File: config.mk
export PLATFORM = sky130hd
export DESIGN_NAME = backend_dest_writeback_buffer
export DESIGN_NICKNAME = d
export VERILOG_FILES = /design/src/rtl/backend_dest_writeback_buffer.sv
export SDC_FILE = /design/constraint.sdc
export NUM_CORES = 1
export LEC_CHECK = 0
export CORE_MARGIN = 3
export CORE_UTILIZATION = 40
export CTS_BUF_LIST = sky130_fd_sc_hd__clkbuf_4 sky130_fd_sc_hd__clkbuf_8
export DETAILED_ROUTE_END_ITERATION = 6
export GPL_TIMING_DRIVEN = 0
export PLACE_DENSITY = 0.63
export SLEW_MARGIN = 10
export SYNTH_ARGS = -nofsm -noshare
export SYNTH_HDL_FRONTEND = slang
export SYNTH_SLANG_ARGS = --single-unit
File: constraint.sdc
create_clock -name clk -period 19.35 [get_ports clk]
set_input_delay 3.87 -clock clk [delete_from_list [all_inputs] [get_ports clk]]
set_output_delay 3.87 -clock clk [all_outputs]
set_load 0.01 [all_outputs]
File: src/rtl/backend_dest_writeback_buffer.sv
`default_nettype none
`timescale 1ns/1ps
// +--------------------------------------------------------------------------+
// | Module   : backend_dest_writeback_buffer                                 |
// | Purpose  : Buffers vertex updates destined for the local vertex BRAM.    |
// |            Merges same-address updates at the FIFO tail, drains to the   |
// |            BRAM write port and forwards a single end-of-iteration pulse  |
// |            once every queued update ahead of it has been written.        |
// | Ports    : clk, rst (async, active-low)                                  |
// |            recv_update_*      - incoming vertex updates                  |
// |            recv_iteration_*   - end-of-iteration flag and id             |
// |            next_stage_full    - downstream stall                         |
// |            dest_core_full     - registered backpressure to upstream      |
// |            wr_vertex_bram_*   - registered BRAM write / end-pulse port   |
// |            fifo_count         - occupancy, overflow_err - sticky drop    |
// | Revision : 1.0 - initial release                                         |
// +--------------------------------------------------------------------------+

`ifndef V_ID_WIDTH
`define V_ID_WIDTH 32
`endif
`ifndef V_VALUE_WIDTH
`define V_VALUE_WIDTH 32
`endif
`ifndef ITERATION_WIDTH
`define ITERATION_WIDTH 8
`endif
`ifndef V_OFF_AWIDTH
`define V_OFF_AWIDTH 10
`endif
`ifndef CORE_NUM_WIDTH
`define CORE_NUM_WIDTH 5
`endif

module backend_dest_writeback_buffer #(
  parameter int V_ID_WIDTH      = `V_ID_WIDTH,
  parameter int V_VALUE_WIDTH   = `V_VALUE_WIDTH,
  parameter int ITERATION_WIDTH = `ITERATION_WIDTH,
  parameter int V_OFF_AWIDTH    = `V_OFF_AWIDTH,
  parameter int CORE_NUM_WIDTH  = `CORE_NUM_WIDTH,
  parameter int FIFO_AWIDTH     = 4,
  parameter int AFULL_MARGIN    = 4,
  parameter int MERGE_MODE      = 0
) (
  input  logic                       clk,
  input  logic                       rst,
  input  logic [V_ID_WIDTH-1:0]      recv_update_v_id,
  input  logic [V_VALUE_WIDTH-1:0]   recv_update_v_value,
  input  logic                       recv_update_v_valid,
  input  logic                       recv_iteration_end,
  input  logic                       recv_iteration_end_valid,
  input  logic [ITERATION_WIDTH-1:0] recv_iteration_id,
  input  logic                       next_stage_full,
  output logic                       dest_core_full,
  output logic [V_OFF_AWIDTH-1:0]    wr_vertex_bram_addr,
  output logic [V_VALUE_WIDTH-1:0]   wr_vertex_bram_data,
  output logic                       wr_vertex_bram_valid,
  output logic                       wr_vertex_bram_iteration_end,
  output logic                       wr_vertex_bram_iteration_end_valid,
  output logic [ITERATION_WIDTH-1:0] wr_vertex_bram_iteration_id,
  output logic [FIFO_AWIDTH:0]       fifo_count,
  output logic                       overflow_err
);

  localparam int DEPTH   = 1 << FIFO_AWIDTH;
  localparam int ENTRY_W = V_OFF_AWIDTH + V_VALUE_WIDTH;

  localparam logic [FIFO_AWIDTH:0]   c_depth       = (FIFO_AWIDTH+1)'(DEPTH);
  localparam logic [FIFO_AWIDTH:0]   c_afull_level = (FIFO_AWIDTH+1)'(DEPTH - AFULL_MARGIN);
  localparam logic [FIFO_AWIDTH:0]   c_count_one   = (FIFO_AWIDTH+1)'(1);
  localparam logic [FIFO_AWIDTH-1:0] c_ptr_one     = FIFO_AWIDTH'(1);

  // Storage: {addr, value} per entry; contents are not reset.
  logic [ENTRY_W-1:0]         r_mem [DEPTH];
  logic [FIFO_AWIDTH-1:0]     r_wptr;
  logic [FIFO_AWIDTH-1:0]     r_rptr;
  logic [FIFO_AWIDTH:0]       r_count;
  logic                       r_end_pending;
  logic [ITERATION_WIDTH-1:0] r_end_id;
  logic                       r_overflow;

  logic [V_OFF_AWIDTH-1:0]    w_addr;
  logic [FIFO_AWIDTH-1:0]     w_tail_ptr;
  logic [ENTRY_W-1:0]         w_tail_entry;
  logic [V_OFF_AWIDTH-1:0]    w_tail_addr;
  logic [V_VALUE_WIDTH-1:0]   w_tail_value;
  logic [V_VALUE_WIDTH-1:0]   w_merged_value;
  logic [ENTRY_W-1:0]         w_head_entry;
  logic                       w_empty;
  logic                       w_full;
  logic                       w_pop;
  logic                       w_merge;
  logic                       w_push;
  logic                       w_drop;
  logic                       w_end_in;
  logic                       w_end_emit;
  logic [FIFO_AWIDTH:0]       w_count_next;

  // The cast keeps only the local-offset LSBs of the shifted global id.
  assign w_addr       = V_OFF_AWIDTH'(recv_update_v_id >> CORE_NUM_WIDTH);

  assign w_tail_ptr   = r_wptr - c_ptr_one;
  assign w_tail_entry = r_mem[w_tail_ptr];
  assign w_tail_addr  = w_tail_entry[ENTRY_W-1:V_VALUE_WIDTH];
  assign w_tail_value = w_tail_entry[V_VALUE_WIDTH-1:0];
  assign w_head_entry = r_mem[r_rptr];

  assign w_empty = (r_count == '0);
  assign w_full  = (r_count == c_depth);
  assign w_pop   = !w_empty && !next_stage_full;

  // With a single entry, a pop removes the tail itself, so merging into it
  // would lose the update; in that case a fresh entry is pushed instead.
  assign w_merge = (MERGE_MODE != 3) && recv_update_v_valid && !w_empty &&
                   (w_tail_addr == w_addr) &&
                   !(w_pop && (r_count == c_count_one));
  assign w_push  = recv_update_v_valid && !w_merge && (!w_full || w_pop);
  assign w_drop  = recv_update_v_valid && !w_merge && w_full && !w_pop;

  assign w_count_next = r_count + (FIFO_AWIDTH+1)'(w_push) - (FIFO_AWIDTH+1)'(w_pop);

  always_comb begin
    w_merged_value = recv_update_v_value;
    if (MERGE_MODE == 1) begin
      if (w_tail_value < recv_update_v_value) w_merged_value = w_tail_value;
    end else if (MERGE_MODE == 2) begin
      if (w_tail_value > recv_update_v_value) w_merged_value = w_tail_value;
    end
  end

  // An end arriving in the same cycle as a would-be emit is folded into the
  // pending one (id refreshed) rather than producing two pulses.
  assign w_end_in   = recv_iteration_end && recv_iteration_end_valid;
  assign w_end_emit = r_end_pending && w_empty && !w_pop && !w_push && !w_end_in;

  always_ff @(posedge clk) begin
    if (w_push) begin
      r_mem[r_wptr] <= {w_addr, recv_update_v_value};
    end else if (w_merge) begin
      r_mem[w_tail_ptr] <= {w_tail_addr, w_merged_value};
    end
  end

  always_ff @(posedge clk or negedge rst) begin
    if (!rst) begin
      r_wptr                             <= '0;
      r_rptr                             <= '0;
      r_count                            <= '0;
      r_end_pending                      <= 1'b0;
      r_end_id                           <= '0;
      r_overflow                         <= 1'b0;
      dest_core_full                     <= 1'b0;
      wr_vertex_bram_addr                <= '0;
      wr_vertex_bram_data                <= '0;
      wr_vertex_bram_valid               <= 1'b0;
      wr_vertex_bram_iteration_end       <= 1'b0;
      wr_vertex_bram_iteration_end_valid <= 1'b0;
      wr_vertex_bram_iteration_id        <= '0;
    end else begin
      if (w_push) r_wptr <= r_wptr + c_ptr_one;
      if (w_pop)  r_rptr <= r_rptr + c_ptr_one;
      r_count <= w_count_next;

      if (w_drop) r_overflow <= 1'b1;

      dest_core_full <= (w_count_next >= c_afull_level) || next_stage_full;

      wr_vertex_bram_valid <= w_pop;
      if (w_pop) begin
        wr_vertex_bram_addr <= w_head_entry[ENTRY_W-1:V_VALUE_WIDTH];
        wr_vertex_bram_data <= w_head_entry[V_VALUE_WIDTH-1:0];
      end else begin
        wr_vertex_bram_addr <= '0;
        wr_vertex_bram_data <= '0;
      end

      if (w_end_in) begin
        r_end_pending <= 1'b1;
        r_end_id      <= recv_iteration_id;
      end else if (w_end_emit) begin
        r_end_pending <= 1'b0;
      end

      wr_vertex_bram_iteration_end       <= w_end_emit;
      wr_vertex_bram_iteration_end_valid <= w_end_emit;
      if (w_end_emit) wr_vertex_bram_iteration_id <= r_end_id;
    end
  end

  assign fifo_count   = r_count;
  assign overflow_err = r_overflow;

endmodule

`default_nettype wire

==> results.sh, run 1 <==
export IMPL_synth_distinct_cells=44
export IMPL_die_y_um=278
export IMPL_ys_flop_type="edfxtp_1"
export IMPL_async_reset_ff_share_pct=10.2
export IMPL_std_cell_rows=99
export IMPL_wl_per_cell_um=27.9
export IMPL_start_util_pct=40.5
export IMPL_pre_cts_slack_ps=11300
export IMPL_cp_required_ps=19760
export IMPL_num_vias=14800
export IMPL_finalHoldViolCount=0
export IMPL_drive_above_1_share_pct=32.8
export IMPL_synth_most_common_cell="edfxtp_1"
export IMPL_drt_wl_total_um=73200
export IMPL_endpoint_kind="flip-flop"
export IMPL_cpLargestDelayFamily="buffers and inverters"
export IMPL_max_vdd_ir_drop_mv=0.0720
export IMPL_yosysTopAreaCell="edfxtp_1"
export IMPL_numPortBuffers=115
export IMPL_clkTransAtPathRegs_ps=70
export IMPL_worst_r2r_endpoint="r_mem[4][6]$_DFFE_PP_"
export IMPL_die_area_um2=77400
export IMPL_finalCritPeriodShare_pct=39.1
export IMPL_syn_area_per_cell_um2=23.0
export IMPL_grt_pass1_vias=15700
export IMPL_critPathArrivalTime_ps=7980
export IMPL_track_usage_pct=19.1
export IMPL_cap_violations=0
export IMPL_path_depth=19
export IMPL_power_density_nw_per_um2=150
export IMPL_crit_type="flip-flop to flip-flop"
export IMPL_fin_tns_setup_ps=0
export IMPL_grt_max_degree=56
export IMPL_syn_to_final_growth_pct=19.9
export IMPL_grt_overflow=0
export IMPL_rsz0062_at_grt="false"
export IMPL_slew_limit_headroom_pct=22.3
export IMPL_synthCells=1290
export IMPL_place_area_um2=33100
export IMPL_cts_hold_buf=0
export IMPL_r2r_cells=19
export IMPL_r2r_start="r_wptr[0]$_DFFE_PN0P_"
export IMPL_core_area_um2=73200
export IMPL_htree_levels=3
export IMPL_clock_sinks=748
export IMPL_cp_max_fo=16
export IMPL_synth_area_um2=29600
export IMPL_drt_iter0_drc=1528
export IMPL_power_total_mw=5.33
export IMPL_post_dp_hpwl_um=46700
export IMPL_clock_path_buffers=3
export IMPL_first_pass_iters=6
export IMPL_p_leak_nw=11.6
export IMPL_synth_area_leaders="edfxtp_1, mux4_2, dfrtp_1, and2_1, mux2_2"
export IMPL_cts_tree="yes"
export IMPL_postCtsSetupBuffers=0
export IMPL_status="finished clean"
export IMPL_rrSetupSlack_ps=11780
export IMPL_endpoint="r_mem[4][6]$_DFFE_PP_"
export IMPL_design_area_um2=35500
export IMPL_crit_start="r_wptr[0]$_DFFE_PN0P_"
export IMPL_synth_net_count=1378
export IMPL_yosysWarnings=0
export IMPL_period_needed_ps=7570
export IMPL_cpMaxStageDelayCell="a21oi_4"
export IMPL_path_buf_inv=9
export IMPL_num_fill_cells=5816
export IMPL_whs_path_depth=1
export IMPL_worst_pin_slew_ps=1170
export IMPL_cts_root_buf="clkbuf_8"
export IMPL_final_setup_worst_slack_ps=11780
export IMPL_synth_common_cells="edfxtp_1, mux4_2, dfrtp_1"
export IMPL_fmax_mhz=132
export IMPL_start_kind="flip-flop"
export IMPL_setup_viol=0
export IMPL_cts_resized=0
export IMPL_cts_made_buffers=117
export IMPL_netlist_area_leader_share_pct=68.1
export IMPL_drc=0
export IMPL_hp_class="flip-flop to flip-flop"
export IMPL_ant_nets=0
export IMPL_synth_seq_area_share_pct=74.5
export IMPL_synth_seq_cells=748
export IMPL_io_pins=138
export IMPL_via_per_inst=5.63
export IMPL_routabilityCongestion=0.805
export IMPL_slew_violations=0
export IMPL_insertion_delay_ps=730
export IMPL_antenna_found_initial=5
export IMPL_worstPathCellList="buf_6, buf_4, inv_1, buf_1, ha_1, buf_4, clkbuf_1, buf_1, mux4_2, mux2i_1, mux2i_1, xor2_1, a21oi_1, nand4_1, nor2_1, o211ai_1, a21oi_4, buf_16, buf_12"
export IMPL_nets=1651
export IMPL_cpPeakStageDelay_ps=860
export IMPL_die_w_um=278
export IMPL_whs_ps=478
export IMPL_synth_edf_count=672
export IMPL_grt_pass1_wl_um=108000
export IMPL_skew_ps=38.5
cell usage in the layout, fill, tap and decap left out, types with 3 or more instances in the layout:
| master | instances |
|---|---|
| and2_1 | 44 |
| nor4_1 | 4 |
| nor2_1 | 11 |
| xnor2_1 | 8 |
| nor2b_1 | 3 |
| inv_1 | 7 |
| nor3_1 | 3 |
| clkinv_2 | 19 |
| buf_12 | 14 |
| buf_4 | 4 |
| buf_8 | 3 |
| clkbuf_1 | 43 |
| a21oi_1 | 6 |
| xor2_1 | 16 |
| mux4_2 | 250 |
| clkinv_1 | 22 |
| a31oi_1 | 4 |
| dfrtp_1 | 76 |
| clkdlybuf4s50_1 | 114 |
| buf_1 | 20 |
| clkbuf_8 | 134 |
| nand2_1 | 7 |
| bufinv_16 | 4 |
| mux2i_1 | 20 |
| clkbuf_4 | 35 |
| nand4_1 | 4 |
| clkbuf_2 | 7 |
| edfxtp_1 | 672 |
| ha_1 | 9 |
| mux2_2 | 18 |
| nor2_4 | 8 |
| buf_6 | 3 |
| a21oi_4 | 8 |
| buf_16 | 22 |
| nand3_1 | 6 |
| buf_2 | 5 |
worst min path at each step:
| stage | from | endpoint | slack [ps] |
|---|---|---|---|
| CTS | overflow_err$_DFFE_PN0P_ | overflow_err$_DFFE_PN0P_ | 490 |
| finish | overflow_err$_DFFE_PN0P_ | overflow_err$_DFFE_PN0P_ | 480 |
| detailed placement | overflow_err$_DFFE_PN0P_ | overflow_err$_DFFE_PN0P_ | 470 |
| global placement | overflow_err$_DFFE_PN0P_ | overflow_err$_DFFE_PN0P_ | 470 |
| global route | r_end_id[1]$_DFFE_PN0P_ | r_end_id[1]$_DFFE_PN0P_ | 510 |
| floorplan | r_end_pending$_DFFE_PN0P_ | r_end_pending$_DFFE_PN0P_ | 460 |
where the power goes:
group | internal (mW) | total [mW] | switching (mW)
sequential | 1.97 | 2.03 | 0.0619
clock | 0.756 | 1.38 | 0.620
combinational | 0.928 | 1.92 | 0.997
total | 3.65 | 5.33 | 1.68
area by class of cell:
type	count	area [um2]	share of cell area, %
clock inverter	50	353	0.993
buffer	81	353	0.993
multi-input combinational	453	7340	20.6
timing repair buffer	154	2080	5.85
tap	959	1200	3.38
sequential	748	22100	62.1
inverter	8	30.0	0.0845
clock buffer	169	2110	5.93
antenna	2	5.00	0.0141
per-stage QoR:
stage          instances  util [%]
2_1_floorplan       1290         -
3_3_place_gp        2364      43.7
3_5_place_dp        2403      45.2
4_1_cts             2622      48.5
5_1_grt             2623      48.6
6_report            2624      48.6
state kept, by name, summed over array words and instances, names as in the netlist:
name / count
wr_vertex_bram_addr: 10
r_end_pending: 1
wr_vertex_bram_valid: 1
wr_vertex_bram_data: 32
dest_core_full: 1
overflow_err: 1
wr_vertex_bram_iteration_end_valid: 1
r_rptr: 4
r_end_id: 8
r_mem: 672
wr_vertex_bram_iteration_id: 8
r_wptr: 4
fifo_count: 5
cell families after synthesis:
| logic type | count (synthesis) | share of synthesized area (%) |
|---|---|---|
| flops | 748 | 74.5 |
| simple gates | 98 | 1.86 |
| xor+xnor | 25 | 0.739 |
| fa+ha+maj | 10 | 0.447 |
| mux | 290 | 20.5 |
| compound gates | 30 | 0.659 |
| buf+inv | 89 | 1.27 |
layer usage:
metal	GRT usage, %	routed length, um	vias to the layer above
met5	0	20	-
met4	5.40	1800	2
met3	4.36	5250	152
met2	31.2	36000	642
met1	26.0	30100	7973
li1	-	-	6009
worst register-to-register path, stage by stage, from the launching register on:
cell,delay [ps]
dfrtp_1,520
buf_6,240
buf_4,290
inv_1,160
buf_1,370
ha_1,420
buf_4,190
clkbuf_1,630
buf_1,620
mux4_2,430
mux2i_1,180
mux2i_1,110
xor2_1,230
a21oi_1,230
nand4_1,340
nor2_1,500
o211ai_1,480
a21oi_4,860
buf_16,250
buf_12,220
(Power assumes the default switching activity.)
==> inputs of run 2 (changes only) <==
- PLACE_DENSITY: 0.63 -> 0.65
- clock period: 19.35 -> 6.9 ns (I/O delays scaled with it)
==> run 2 against run 1 <==
Against the previous run: flip-flop and latch count stayed put; fmax is 15% higher; die area stayed put; clock power grew to 2.8 times the previous value; via count is 0.61% lower; largest power group unchanged; highest routed layer unchanged.
==> results.sh, run 2 (synthesized netlist as in run 1, its figures left out) <==
export IMPL_status="finished clean"
export IMPL_endpoint_kind="flip-flop"
export IMPL_cts_made_buffers=116
export IMPL_slew_limit_headroom_pct=14.6
export IMPL_num_vias=14700
export IMPL_cts_hold_buf=0
export IMPL_start_kind="flip-flop"
export IMPL_fin_tns_setup_ps=0
export IMPL_ant_nets=0
export IMPL_antenna_found_initial=5
export IMPL_die_y_um=278
export IMPL_grt_pass1_vias=15400
export IMPL_grt_pass1_wl_um=105000
export IMPL_htree_levels=3
export IMPL_num_fill_cells=5823
export IMPL_power_density_nw_per_um2=417
export IMPL_p_leak_nw=11.7
export IMPL_track_usage_pct=18.7
export IMPL_max_vdd_ir_drop_mv=0.223
export IMPL_post_dp_hpwl_um=45300
export IMPL_std_cell_rows=99
export IMPL_io_pins=138
export IMPL_grt_max_degree=57
export IMPL_cts_tree="yes"
export IMPL_clkTransAtPathRegs_ps=60
export IMPL_critPathArrivalTime_ps=7170
export IMPL_skew_ps=36.0
export IMPL_cap_violations=0
export IMPL_clock_sinks=748
export IMPL_hold_path_startpoint="overflow_err$_DFFE_PN0P_"
export IMPL_design_area_um2=35700
export IMPL_whs_path_depth=1
export IMPL_drive_above_1_share_pct=33.7
export IMPL_syn_to_final_growth_pct=20.5
export IMPL_fmax_mhz=152
export IMPL_power_total_mw=14.9
export IMPL_finalCritPeriodShare_pct=95.5
export IMPL_wl_per_cell_um=27.0
export IMPL_clock_path_buffers=3
export IMPL_drc=0
export IMPL_layout_commonest_cell="edfxtp_1"
export IMPL_setup_viol=0
export IMPL_final_cell_mix="edfxtp_1, mux4_2, clkbuf_8"
export IMPL_drt_wl_total_um=71200
export IMPL_r2r_start="r_wptr[0]$_DFFE_PN0P_"
export IMPL_hp_class="flip-flop to flip-flop"
export IMPL_cpMaxStageDelayCell="dfrtp_1"
export IMPL_start_util_pct=40.5
export IMPL_cpPeakStageDelay_ps=480
export IMPL_cts_root_buf="clkbuf_8"
export IMPL_routabilityCongestion=0.785
export IMPL_drt_iter0_drc=1710
export IMPL_place_area_um2=33000
export IMPL_via_per_inst=5.56
export IMPL_die_area_um2=77400
export IMPL_top_regs="r_mem x672, wr_vertex_bram_data x32, wr_vertex_bram_addr x10"
export IMPL_finalHoldViolCount=0
export IMPL_slew_violations=0
export IMPL_cp_max_fo=10
export IMPL_crit_start="r_wptr[0]$_DFFE_PN0P_"
export IMPL_r2r_cells=27
export IMPL_largest_register="r_mem"
export IMPL_whs_ps=501
export IMPL_utilization_pct=48.8
export IMPL_core_area_um2=73200
export IMPL_first_pass_iters=7
export IMPL_nets=1665
export IMPL_die_w_um=278
export IMPL_period_needed_ps=6590
export IMPL_crit_type="flip-flop to flip-flop"
export IMPL_worst_pin_slew_ps=1270
export IMPL_largest_reg_flops=672
export IMPL_insertion_delay_ps=730
export IMPL_cp_required_ps=7480
export IMPL_grt_overflow=0
export IMPL_numPortBuffers=115
-- run 2: changes by cell type in the layout (fill, tap and decap cells not counted), moves of 3 or more --
| cell | before | now |
|---|---|---|
| buf_4 | 4 | 18 |
| clkbuf_4 | 35 | 45 |
| clkbuf_8 | 134 | 128 |
| clkinv_1 | 22 | 18 |
| buf_16 | 22 | 25 |
| buf_8 | 3 | 0 |
-- run 2: final timing paths --
kind / endpoint / slack [ps]
min in group asynchronous: wr_vertex_bram_addr[2]$_DFF_PN0_ / 590
max: dest_core_full$_DFF_PN0_ / 310
max in group asynchronous: wr_vertex_bram_data[17]$_DFF_PN0_ / 5630
min reg2reg: overflow_err$_DFFE_PN0P_ / 500
max reg2reg: dest_core_full$_DFF_PN0_ / 310
min: overflow_err$_DFFE_PN0P_ / 500
-- run 2: cell type report --
| type | count | area [um2] | share of cell area, % |
|---|---|---|---|
| multi-input cells | 453 | 7340 | 20.5 |
| inverters | 8 | 30.0 | 0.0840 |
| diodes | 4 | 10.0 | 0.0280 |
| plain buffers | 80 | 352 | 0.984 |
| flip-flops and latches | 748 | 22100 | 61.8 |
| clock buffers | 172 | 2090 | 5.86 |
| repair buffers | 170 | 2260 | 6.33 |
| clock inverters | 47 | 360 | 1.01 |
| well taps | 959 | 1200 | 3.36 |
-- run 2: critical path, delay by kind of cell, from the launching register on --
kind / cells / cell delay, ps
simple gates: 5 / 550
buf+inv: 10 / 2410
xor+xnor: 3 / 800
flops: 1 / 480
fa+ha+maj: 4 / 1310
mux: 2 / 360
compound gates: 3 / 530
-- run 2: stage by stage --
| stage | worst slack (ps) | std cells |
|---|---|---|
| global placement | -4520 | 2364 |
| CTS | 164 | 2634 |
| global route | -19.5 | 2639 |
| floorplan | 215 | 1290 |
| finish | 310 | 2641 |
| detailed placement | -669 | 2400 |
-- run 2: per-layer routing --
layer | global-route usage, % | vias up | wire length [um]
met5 | 0 | - | 17
met4 | 5.35 | 2 | 1680
met3 | 4.90 | 125 | 6020
met2 | 29.2 | 677 | 33800
met1 | 26.2 | 7833 | 29700
li1 | - | 6051 | -
-- run 2: where the power goes --
group	internal [mW]	switching (mW)
Combinational	2.63	2.74
Sequential	5.53	0.174
Clock	2.14	1.70
-- run 2: timing repair --
action,in CTS,in global routing
pin swaps,4,1
resized for setup,1,1
endpoints found under the setup margin,553,238
buffers inserted,16,3
==> RTL change, RTL diff (flow settings as in run 1) <==
Register the output `overflow_err` once more, with the module's reset; this adds one clock of latency there. The other outputs are not delayed to match.
--- a/src/rtl/backend_dest_writeback_buffer.sv
+++ b/src/rtl/backend_dest_writeback_buffer.sv
@@ -188,7 +188,13 @@
   end
 
   assign fifo_count   = r_count;
-  assign overflow_err = r_overflow;
+  always_ff @(posedge clk or negedge rst) begin
+    if (!rst) begin
+      overflow_err <= '0;
+    end else begin
+      overflow_err <= r_overflow;
+    end
+  end
 
 endmodule
 
Function: no difference found for any inputs over 4 cycles, from zero or initial values and one cycle with rst low; that may be too few to reach the edited logic, so the function may still have changed.
==> RTL change against run 1 <==
- routed wire length is 1.7% lower
- worst setup slack better by 0.42 ns
- total power is 0.12% higher
- maximum frequency is 5.9% higher
- sequential cell count is 1 higher
- register-to-register slack better by 0.62 ns
- area after synthesis is 0.38% higher
- largest power group unchanged
- worst hold slack worse by 0.085 ns
- design area hardly changed
- critical path type is now in2reg
- highest routed layer unchanged
==> RTL change: results (changes against run 1) <==
* Final RePlAce weighted congestion at 0.7659 (-4.9%)
* Post-synth top cells: edfxtp_1 (672), mux4_2 (250), dfrtp_1 (77)
* Post-synth ARST share at 10.28% (+0.12 points)
* Status: completed
* Router iterations before antenna repair at 5 (-1)
* Met2 WL post-DR at 34.94 mm (-3.0%)
* Pleak at 11.57 nW (about the same)
* Worst-path fanout max at 15 (-1)
* Switching share of power at 31.10% (-0.37 points)
* Post-synthesis net count at 1390 (+0.87%)
* Post-Route M1 WL at 30.31 mm (+0.74%)
* Hold endpoint: overflow_err
* M2 GR Usage at 30.04% (-1.2 points)
* FF-to-FF path depth at 20 (+1)
* Share of layout cells above drive strength 1 at 32.47% (-0.30 points)
* Initial DRC Count at 1541 (+0.85%)
* Routed WL per cell at 27.35 microns (-1.9%)
* Layout Nets at 1657 (+0.36%)
* Beginning of the worst hold path: r_overflow
* Met3 routed WL at 5.069 mm (-3.4%)
* CP Data Arrival Time at 7.61 ns (-0.37 ns)
* Largest net degree at the start of global routing at 55 (-1.8%)
* Max VDD drop at 0.06878 mV (-4.5%)
* Comb pwr share at 35.7% (-0.4 points)
* Sequential share of the synthesized area at 74.30% (-0.19 points)
* Initial antenna violation count at 6 (+1)
* DP HPWL at 44.89 mm (-3.9%)
* Tot GR Track Use at 18.82% (-0.30 points)
* Slew @ Worst Pin at 1.205 ns (+0.03953 ns)
* Num CTS Buffers at 116 (-0.85%)
* Clock Skew at 0.03162 ns (-0.006850 ns)
* First-pass GRT wire length at 106.2 mm (-1.4%)
* Hold path cells at 0 (-1)
* Fill count at 5924 (+1.9%)
* Distinct cells, synth at 51 (+16%)
* Vias in the first global route at 15450 (-1.5%)
## RTL change: cell type report
| class | count | area [sq um] | area share [%] |
|---|---|---|---|
| sequential | 749 | 22110 | 62.22 |
| clock inverter | 41 | 341.6 | 0.9614 |
| inverter | 11 | 41.29 | 0.1162 |
| clock buffer | 177 | 2130 | 5.994 |
| tap | 959 | 1200 | 3.377 |
| antenna | 1 | 2.502 | 0.007043 |
| buffer | 82 | 360.3 | 1.014 |
| timing repair buffer | 149 | 1966 | 5.533 |
| multi-input combinational | 460 | 7381 | 20.77 |
## RTL change: stage by stage
step | hold WS (ns) | instance area, sq um | power, mW | cells
floorplan | 0.3484 | 29750 | 3.307 | 1302
global placement | 0.3637 | 32100 | 3.933 | 2376
detailed placement | 0.3633 | 33020 | 4.004 | 2408
CTS | 0.3930 | 35500 | 5.396 | 2626
global route | 0.4127 | 35530 | 5.588 | 2628
finish | 0.3932 | 35530 | 5.340 | 2629
## RTL change: cells by family (layout without fill, tap and decap cells)
logic type / Yosys count / count (layout) / share of synthesized area [%]
multiplexers: 287 / 287 / 20.24
flip-flops: 749 / 749 / 74.30
other: 0 / 1 / 0
adder cells (fa/ha/maj): 10 / 10 / 0.4458
XOR/XNOR: 25 / 25 / 0.7612
AND/OR/NAND/NOR: 102 / 102 / 1.926
AO/OA/AOI/OAI: 36 / 36 / 0.9883
buffers and inverters: 93 / 460 / 1.333
## RTL change: critical path, cell delays in order
cell and delay [ns]:
clkdlybuf4s50_1 0.57, xnor2_1 0.13, o32a_1 0.40, or4_4 0.56
o21ba_1 0.20, buf_2 0.21, a31oi_1 0.82, nor2_4 0.34
buf_12 0.29, buf_16 0.18
